File: src/rtl/alu_seq_pkg.sv
// Shared constants, FSM encoding and command record for the ALU operation sequencer.
// Defining ALU_SEQ_CHAIN_EN adds a per-command chain bit to the stored record.
package alu_seq_pkg;

    localparam int unsigned DATA_W = 4;
    localparam int unsigned OP_W   = 2;

    localparam logic [OP_W-1:0] OP_ADD  = 2'b00;
    localparam logic [OP_W-1:0] OP_MUL  = 2'b01;
    localparam logic [OP_W-1:0] OP_XOR  = 2'b10;
    localparam logic [OP_W-1:0] OP_XNOR = 2'b11;

    typedef enum logic [1:0] {
        IDLE  = 2'd0,
        DRIVE = 2'd1,
        RESP  = 2'd2
    } seq_state_e;

    typedef struct packed {
`ifdef ALU_SEQ_CHAIN_EN
        logic              chain;
`endif
        logic [OP_W-1:0]   op;
        logic [DATA_W-1:0] a;
        logic [DATA_W-1:0] b;
    } cmd_t;

    localparam int unsigned CMD_W = $bits(cmd_t);

endpackage

File: src/rtl/alu_cmd_fifo.sv
// Synchronous command FIFO with registered occupancy count, full/empty flags and
// a synchronous active-high reset. The head entry is presented combinationally on rdata.
module alu_cmd_fifo
    import alu_seq_pkg::*;
#(
    parameter int unsigned DEPTH = 4,
    parameter int unsigned WIDTH = CMD_W
) (
    input  logic             clk,
    input  logic             rst,
    input  logic             push,
    input  logic             pop,
    input  logic [WIDTH-1:0] wdata,
    output logic [WIDTH-1:0] rdata,
    output logic             full,
    output logic             empty
);

    localparam int unsigned PTR_W = (DEPTH > 1) ? $clog2(DEPTH) : 1;
    localparam int unsigned CNT_W = $clog2(DEPTH + 1);

    logic [WIDTH-1:0] mem [DEPTH];
    logic [PTR_W-1:0] wptr_q, rptr_q;
    logic [CNT_W-1:0] count_q;
    logic             do_push, do_pop;

    assign full    = (count_q == CNT_W'(DEPTH));
    assign empty   = (count_q == '0);
    // A push is refused while full even if a pop happens the same cycle.
    assign do_push = push && !full;
    assign do_pop  = pop && !empty;
    assign rdata   = mem[rptr_q];

    always_ff @(posedge clk) begin
        if (rst) begin
            wptr_q  <= '0;
            rptr_q  <= '0;
            count_q <= '0;
        end else begin
            if (do_push) begin
                wptr_q <= wptr_q + PTR_W'(1);
            end
            if (do_pop) begin
                rptr_q <= rptr_q + PTR_W'(1);
            end
            case ({do_push, do_pop})
                2'b10:   count_q <= count_q + CNT_W'(1);
                2'b01:   count_q <= count_q - CNT_W'(1);
                default: count_q <= count_q;
            endcase
        end
    end

    always_ff @(posedge clk) begin
        if (do_push) begin
            mem[wptr_q] <= wdata;
        end
    end

endmodule

File: src/rtl/alu_op_sequencer.sv
// Queues ALU commands, drives the combinational ALU for SETTLE cycles and returns results.
// Optional ALU_SEQ_CHAIN_EN: cmd_chain port; chained commands take operand a from the last result.
module alu_op_sequencer
    import alu_seq_pkg::*;
#(
    parameter int unsigned DEPTH  = 4,
    parameter int unsigned SETTLE = 1
) (
    input  logic        clk,
    input  logic        rst,
    input  logic        cmd_valid,
    output logic        cmd_ready,
    input  logic [1:0]  cmd_op,
    input  logic [3:0]  cmd_a,
    input  logic [3:0]  cmd_b,
`ifdef ALU_SEQ_CHAIN_EN
    input  logic        cmd_chain,
`endif
    output logic [3:0]  alu_a,
    output logic [3:0]  alu_b,
    output logic        alu_s0,
    output logic        alu_s1,
    input  logic [3:0]  alu_y,
    output logic        rsp_valid,
    input  logic        rsp_ready,
    output logic [3:0]  rsp_y,
    output logic [1:0]  rsp_op,
    output logic        busy
);

    localparam logic [3:0] SETTLE_LAST = 4'(SETTLE - 1);

    cmd_t push_cmd, head_cmd;
    logic fifo_full, fifo_empty, fifo_pop;

    seq_state_e        state_q, state_d;
    logic [3:0]        cnt_q, cnt_d;
    logic [DATA_W-1:0] alu_a_q, alu_a_d, alu_b_q, alu_b_d;
    logic [DATA_W-1:0] rsp_y_q, rsp_y_d, load_a;
    logic [OP_W-1:0]   op_q, op_d, rsp_op_q, rsp_op_d;
    logic              rsp_valid_q, rsp_valid_d, load;

    always_comb begin
        push_cmd    = '0;
        push_cmd.op = cmd_op;
        push_cmd.a  = cmd_a;
        push_cmd.b  = cmd_b;
`ifdef ALU_SEQ_CHAIN_EN
        push_cmd.chain = cmd_chain;
`endif
    end

    alu_cmd_fifo #(
        .DEPTH (DEPTH),
        .WIDTH (CMD_W)
    ) u_fifo (
        .clk   (clk),
        .rst   (rst),
        .push  (cmd_valid),
        .pop   (fifo_pop),
        .wdata (push_cmd),
        .rdata (head_cmd),
        .full  (fifo_full),
        .empty (fifo_empty)
    );

    // rsp_y_q doubles as the accumulator source for chained commands.
    always_comb begin
`ifdef ALU_SEQ_CHAIN_EN
        load_a = head_cmd.chain ? rsp_y_q : head_cmd.a;
`else
        load_a = head_cmd.a;
`endif
    end

    always_comb begin
        state_d     = state_q;
        cnt_d       = cnt_q;
        alu_a_d     = alu_a_q;
        alu_b_d     = alu_b_q;
        op_d        = op_q;
        rsp_valid_d = rsp_valid_q;
        rsp_y_d     = rsp_y_q;
        rsp_op_d    = rsp_op_q;
        fifo_pop    = 1'b0;
        load        = 1'b0;

        unique case (state_q)
            IDLE: begin
                if (!fifo_empty) begin
                    load = 1'b1;
                end
            end
            DRIVE: begin
                if (cnt_q == SETTLE_LAST) begin
                    rsp_valid_d = 1'b1;
                    rsp_y_d     = alu_y;
                    rsp_op_d    = op_q;
                    state_d     = RESP;
                end else begin
                    cnt_d = cnt_q + 4'd1;
                end
            end
            RESP: begin
                if (rsp_ready) begin
                    rsp_valid_d = 1'b0;
                    if (!fifo_empty) begin
                        load = 1'b1;
                    end else begin
                        state_d = IDLE;
                    end
                end
            end
            default: state_d = IDLE;
        endcase

        if (load) begin
            fifo_pop = 1'b1;
            alu_a_d  = load_a;
            alu_b_d  = head_cmd.b;
            op_d     = head_cmd.op;
            cnt_d    = '0;
            state_d  = DRIVE;
        end
    end

    always_ff @(posedge clk) begin
        if (rst) begin
            state_q     <= IDLE;
            cnt_q       <= '0;
            alu_a_q     <= '0;
            alu_b_q     <= '0;
            op_q        <= '0;
            rsp_valid_q <= 1'b0;
            rsp_y_q     <= '0;
            rsp_op_q    <= '0;
        end else begin
            state_q     <= state_d;
            cnt_q       <= cnt_d;
            alu_a_q     <= alu_a_d;
            alu_b_q     <= alu_b_d;
            op_q        <= op_d;
            rsp_valid_q <= rsp_valid_d;
            rsp_y_q     <= rsp_y_d;
            rsp_op_q    <= rsp_op_d;
        end
    end

    assign cmd_ready = !fifo_full;
    assign alu_a     = alu_a_q;
    assign alu_b     = alu_b_q;
    assign alu_s0    = op_q[1];
    assign alu_s1    = op_q[0];
    assign rsp_valid = rsp_valid_q;
    assign rsp_y     = rsp_y_q;
    assign rsp_op    = rsp_op_q;
    assign busy      = (state_q != IDLE) || !fifo_empty;

endmodule

File: config.mk
export PLATFORM = sky130hd
export DESIGN_NAME = alu_op_sequencer
export DESIGN_NICKNAME = d
export VERILOG_FILES = /design/src/rtl/alu_seq_pkg.sv /design/src/rtl/alu_cmd_fifo.sv /design/src/rtl/alu_op_sequencer.sv
export SDC_FILE = /design/constraint.sdc
export NUM_CORES = 1
export LEC_CHECK = 0
export ABC_CLOCK_PERIOD_IN_PS = 3120
export CAP_MARGIN = 15
export CORE_MARGIN = 2
export CORE_UTILIZATION = 27
export DETAILED_ROUTE_END_ITERATION = 8
export PLACE_DENSITY = 0.46
export SKIP_LAST_GASP = 1
export SLEW_MARGIN = 20
export SYNTH_ARGS = -nofsm -noshare
export SYNTH_HDL_FRONTEND = slang
export SYNTH_SLANG_ARGS = --single-unit
File: constraint.sdc
create_clock -name clk -period 3.12 [get_ports clk]
set_input_delay 0.624 -clock clk [delete_from_list [all_inputs] [get_ports clk]]
set_output_delay 0.624 -clock clk [all_outputs]
set_load 0.005 [all_outputs]
==> results of run 1 <==
## sequential cells by signal, indices dropped and copies added, names as in the netlist
name	count
cnt_q	4
alu_b	4
u_fifo.mem	40
rsp_valid	1
alu_a	4
state_q	2
u_fifo.count_q	3
u_fifo.rptr_q	2
op_q	2
rsp_op	2
u_fifo.wptr_q	2
rsp_y	4
## per-layer routing
| layer | up-vias | routed length, um | part of all wire, % |
|---|---|---|---|
| li1 | 917 | - | - |
| met4 | 0 | 107 | 1.8 |
| met3 | 10 | 316 | 5.3 |
| met5 | - | 0 | 0 |
| met2 | 41 | 2660 | 45 |
| met1 | 885 | 2880 | 48 |
## worst paths after layout
| path | to | slack [ps] | from |
|---|---|---|---|
| max | busy | 380 | u_fifo.count_q[0]$_SDFFE_PP0P_ |
| min | rsp_valid$_SDFFE_PP0P_ | 450 | rsp_valid$_SDFFE_PP0P_ |
| max reg2reg | u_fifo.count_q[2]$_SDFFE_PP0P_ | 800 | u_fifo.count_q[2]$_SDFFE_PP0P_ |
| min reg2reg | rsp_valid$_SDFFE_PP0P_ | 450 | rsp_valid$_SDFFE_PP0P_ |
## metrics by stage
step | setup slack (ps) | hold slack (ps)
after floorplan | 992 | 453
after global placement | 362 | 449
after detailed placement | 340 | 450
after CTS | 353 | 461
after global routing | 283 | 487
final | 377 | 455
## cell usage after synthesis, drive strengths merged
cell type	instances
nand3b	2
clkbuf	6
a21oi	26
nand2	3
or4	1
dfxtp	30
buf	11
o21a	1
edfxtp	40
o31ai	12
nand3	12
nand4	11
o21ai	10
nor3b	2
fa	1
or3	4
or3b	2
and3	4
a21o	2
inv	10
xor2	3
nor2b	3
nor2	5
mux2	1
mux4	10
nor3	2
nand2b	2
ha	7
## area by class of cell
type	instances	area, um^2	area share, %
clock inverter	6	38.8	1.09
inverter	10	37.5	1.05
tap	136	170	4.77
timing repair buffer	41	398	11.2
clock buffer	10	128	3.58
sequential	70	1800	50.5
multi-input combinational	126	993	27.8
## where the power goes
group | leakage (nW) | internal [mW] | switching [mW] | total (mW)
Clock | 0.0837 | 0.285 | 0.340 | 0.625
Combinational | 0.505 | 0.445 | 0.445 | 0.890
Sequential | 0.612 | 1.13 | 0.120 | 1.25
## logic make-up after synthesis
| kind of cell | Yosys count |
|---|---|
| muxes | 11 |
| adders and majority gates | 8 |
| AOI/OAI and AO/OA | 51 |
| buffers and inverters | 27 |
| and+or+nand+nor | 53 |
| DFF | 70 |
| xor gates and xnor gates | 3 |
## critical path: stages, from the launching register on
cell             delay (ps)
dfxtp_1                 350
or3_1                   580
or3_1                   390
clkdlybuf4s50_1         450
==> flow_summary.json, run 1 <==
{
  "ir_drop_v": 0.000282,
  "design_area_mm2": 0.00357,
  "wl_um": 5960,
  "row_count": 37,
  "worstSetupPathType": "reg -> out",
  "final_common_cell": "edfxtp_1",
  "cts_buffer_depth": 2,
  "ff2ff_path_depth": 8,
  "period_minus_slack_ps": 2740,
  "netlist_area_mm2": 0.00292,
  "ys_warn_count": 0,
  "synth_top_family_by_area": "simple AND/OR/NAND/NOR gates",
  "drive_gt1_share_pct": 11.0,
  "avgSynthCellArea_um2": 13.1,
  "drc": 0,
  "gp_congestion": 0.722,
  "max-slew-margin-rel_pct": 50.5,
  "clockRootBuffer": "clkbuf_8",
  "first_pass_iters": 4,
  "synth-compound-area-share_pct": 10.1,
  "clock-sinks": 70,
  "hp-class": "reg -> reg",
  "p_leak_nw": 1.20,
  "tns_ps": 0,
  "crit_arrival_ps": 2120,
  "antenna_found_initial": 0,
  "die_area_mm2": 0.0117,
  "diodes": 0,
  "wl_per_cell_um": 14.9,
  "ys_top_cells_by_area": "edfxtp_1 41%, dfxtp_1 21%, mux4_2 5.4%, a21oi_1 4.3%, o31ai_1 3.1%",
  "worstSetupEndpointType": "output port",
  "place_area_mm2": 0.00340,
  "grt_pass1_wl_um": 9910,
  "path_clk_slew_ps": 70,
  "synth.net_count": 249,
  "use_met2_pct": 17.7,
  "powerDensity_mw_per_mm2": 776,
  "min_period_over_period_pct": 87.9,
  "synth_top_area_share_pct": 41.1,
  "met3_usage_pct": 4.16,
  "muxShareOfSynthArea_pct": 8.48,
  "numCtsBuffers": 9,
  "fmax_mhz": 365,
  "synth-simple-area-share_pct": 10.8,
  "h-tree-depth": 3,
  "grt_pass1_vias": 1916,
  "maxSlewViolCount": 0,
  "synthXorXnorAreaFrac_pct": 0.899,
  "cts_resized": 0,
  "setup_violations": 0,
  "drt-initial-drc-count": 80,
  "skew_ps": 7.11,
  "whs_path_depth": 2,
  "gr-total-overflow": 0,
  "syn2layout_area_growth_pct": 22.0,
  "cts_hold_buffers": 0,
  "vias": 1853,
  "num-fill-cells": 1056,
  "ys_types": 35,
  "postCtsSetupRepairBufs": 0,
  "layout_common_cells": "40 x edfxtp_1, 36 x clkdlybuf4s50_1, 30 x dfxtp_1, 25 x a21oi_1",
  "cts_tree": "yes",
  "synth-seq-cells": 70,
  "die_w_um": 108,
  "final_nets": 284,
  "outcome": "complete, no violations",
  "yosysSeqAreaShare_pct": 61.6,
  "postRouteAntennaNets": 0,
  "io_pins": 37,
  "coreArea_mm2": 0.0104,
  "grt_busiest_layer": "met2",
  "met1_usage_pct": 14.1,
  "grt.total_usage_pct": 11.3,
  "synthCells": 223,
  "total_power_mw": 2.77,
  "clock_latency_ps": 350,
  "maxCapViolations": 0,
  "critPathRequiredTime_ps": 2500,
  "worst_pin_slew_ps": 741,
  "dpl.cell_count": 383,
  "dp_hpwl_um": 3930,
  "hold_viol": 0,
  "postLayoutCoreUtil_pct": 34.2,
  "die_h_um": 108,
  "crit_fanout": 12,
  "synth_top_cell_by_area": "edfxtp_1",
  "start_util_pct": 28.1,
  "port_buffers": 36,
  "synthAdderAreaFrac_pct": 3.68,
  "layout.cells.non_filler": 399,
  "via_per_inst": 4.64,
  "grt_max_degree": 19,
  "critical_path.startpoint_type": "register",
  "rsz0062_at_grt": "no"
}
(Power assumes the default switching activity.)
==> run 2: changes to the inputs <==
- REMOVE_ABC_BUFFERS: not set -> 1
- SLEW_MARGIN: 20 -> 10
==> flow_summary.json, run 2 (synthesized netlist as in run 1, its figures left out) <==
{
  "clock-sinks": 70,
  "largest_reg_flops": 40,
  "grt.total_usage_pct": 10.7,
  "period_minus_slack_ps": 2780,
  "outcome": "complete, no violations",
  "crit_top_cell": "or3_1",
  "dpl.cell_count": 382,
  "coreArea_mm2": 0.0104,
  "setup_violations": 0,
  "ir_drop_v": 0.000280,
  "maxCapViolations": 0,
  "max-slew-margin-rel_pct": 50.9,
  "grt_pass1_wl_um": 9520,
  "rsz0062_at_grt": "no",
  "skew_ps": 7.99,
  "path_buf_inv": 1,
  "drive_gt1_share_pct": 11.1,
  "grt_pass1_vias": 1864,
  "die_area_mm2": 0.0117,
  "critical_path.startpoint_type": "register",
  "design_area_mm2": 0.00363,
  "final_nets": 283,
  "worst_pin_slew_ps": 736,
  "reg2reg_slack_ps": 780,
  "crit_family": "simple AND/OR/NAND/NOR gates",
  "syn2layout_area_growth_pct": 24.1,
  "crit_cells": 3,
  "worstPathCellList": "or3_1 -> or3_1 -> clkdlybuf4s50_1",
  "start_util_pct": 28.1,
  "hp-class": "reg -> reg",
  "gr-total-overflow": 0,
  "r2r-start": "u_fifo.count_q[0]$_SDFFE_PP0P_",
  "worstSetupEndpointType": "output port",
  "row_count": 37,
  "postRouteAntennaNets": 0,
  "tns_ps": 0,
  "powerDensity_mw_per_mm2": 829,
  "min_period_over_period_pct": 89.0,
  "wl_per_cell_um": 14.8,
  "crit_fanout": 12,
  "drc": 0,
  "gp_congestion": 0.676,
  "via_per_inst": 4.65,
  "layout_common_cells": "40 x edfxtp_1, 36 x clkdlybuf4s50_1, 30 x dfxtp_1, 25 x a21oi_1",
  "first_pass_iters": 4,
  "hold_start": "rsp_valid$_SDFFE_PP0P_",
  "cts_resized": 0,
  "cts_hold_buffers": 0,
  "critPathRequiredTime_ps": 2500,
  "final_common_cell": "edfxtp_1",
  "vias": 1845,
  "h-tree-depth": 3,
  "postCtsSetupRepairBufs": 0,
  "worstSetupPathType": "reg -> out",
  "cp-startpoint": "u_fifo.count_q[0]$_SDFFE_PP0P_",
  "ff2ff_path_depth": 9,
  "layout.cells.non_filler": 397,
  "diodes": 0,
  "r2r_end": "u_fifo.count_q[2]$_SDFFE_PP0P_",
  "crit_slowest_cell": "or3_1",
  "dp_hpwl_um": 3960,
  "numCtsBuffers": 9,
  "die_h_um": 108,
  "fmax_mhz": 360,
  "antenna_found_initial": 0,
  "crit_arrival_ps": 2150,
  "clock_latency_ps": 340,
  "place_area_mm2": 0.00339,
  "port_buffers": 36,
  "p_leak_nw": 1.23,
  "cts_buffer_depth": 2,
  "hold_viol": 0,
  "die_w_um": 108,
  "io_pins": 37,
  "path_clk_slew_ps": 70,
  "endpoint": "busy",
  "regMostFlops": "u_fifo.mem",
  "grt_max_degree": 16,
  "wl_um": 5860,
  "cts_tree": "yes",
  "cp_slowest_stage_delay_ps": 600,
  "num-fill-cells": 1040,
  "drt-initial-drc-count": 56,
  "maxSlewViolCount": 0,
  "clockRootBuffer": "clkbuf_8"
}
-- run 2: changes by cell type in the layout (fill, tap and decap cells not counted), sizes merged --
cell	delta
bufinv	+3
clkbuf	-1
buf	-1
clkinv	-3
-- run 2: power breakdown --
| part | internal, mW | switching, mW |
|---|---|---|
| clock | 0.526 | 0.330 |
| combinational | 0.444 | 0.446 |
| sequential | 1.13 | 0.127 |
| total | 2.10 | 0.903 |
-- run 2: how the worst min path moves through the flow --
stage	end	slack, ps	depth (start not counted)
final	rsp_valid$_SDFFE_PP0P_	460	2
after global routing	rsp_valid$_SDFFE_PP0P_	510	2
after CTS	rsp_valid$_SDFFE_PP0P_	470	2
after detailed placement	rsp_valid$_SDFFE_PP0P_	460	2
after global placement	rsp_y[0]$_SDFFE_PP0P_	460	2
after floorplan	rsp_valid$_SDFFE_PP0P_	450	2
-- run 2: area by class of cell --
type	count	area, um^2	area share [%]
clock buffers	9	124	3.41
clock inverters	6	111	3.07
inverters	10	37.5	1.03
multi-input cells	126	993	27.4
flip-flops and latches	70	1800	49.7
well taps	136	170	4.69
repair buffers	40	390	10.8
-- run 2: routing by layer --
metal,track usage [%],wire (um),vias to the layer above
met5,0,0,-
met4,3.57,64,0
met3,3.68,426,7
li1,-,-,915
met2,16.9,2730,61
met1,13.8,2640,862
-- run 2: worst register-to-register path, cell delays in order, from the launching register on --
cell,delay (ps)
dfxtp_1,410
nor3_2,70
buf_4,190
nor3_1,320
ha_1,240
inv_1,60
fa_1,370
xor2_1,160
or3_1,310
a21oi_1,140
-- run 2: metrics by stage --
step / total power, mW / hold slack [ps] / utilization [%] / setup WS, ps
floorplan: 1.76 / 447 / - / 829
global placement: 2.18 / 463 / 32.6 / 313
detailed placement: 2.19 / 456 / 32.6 / 226
CTS: 3.05 / 467 / 34.8 / 317
global route: 3.20 / 505 / 34.8 / 239
finish: 3.01 / 464 / 34.8 / 344
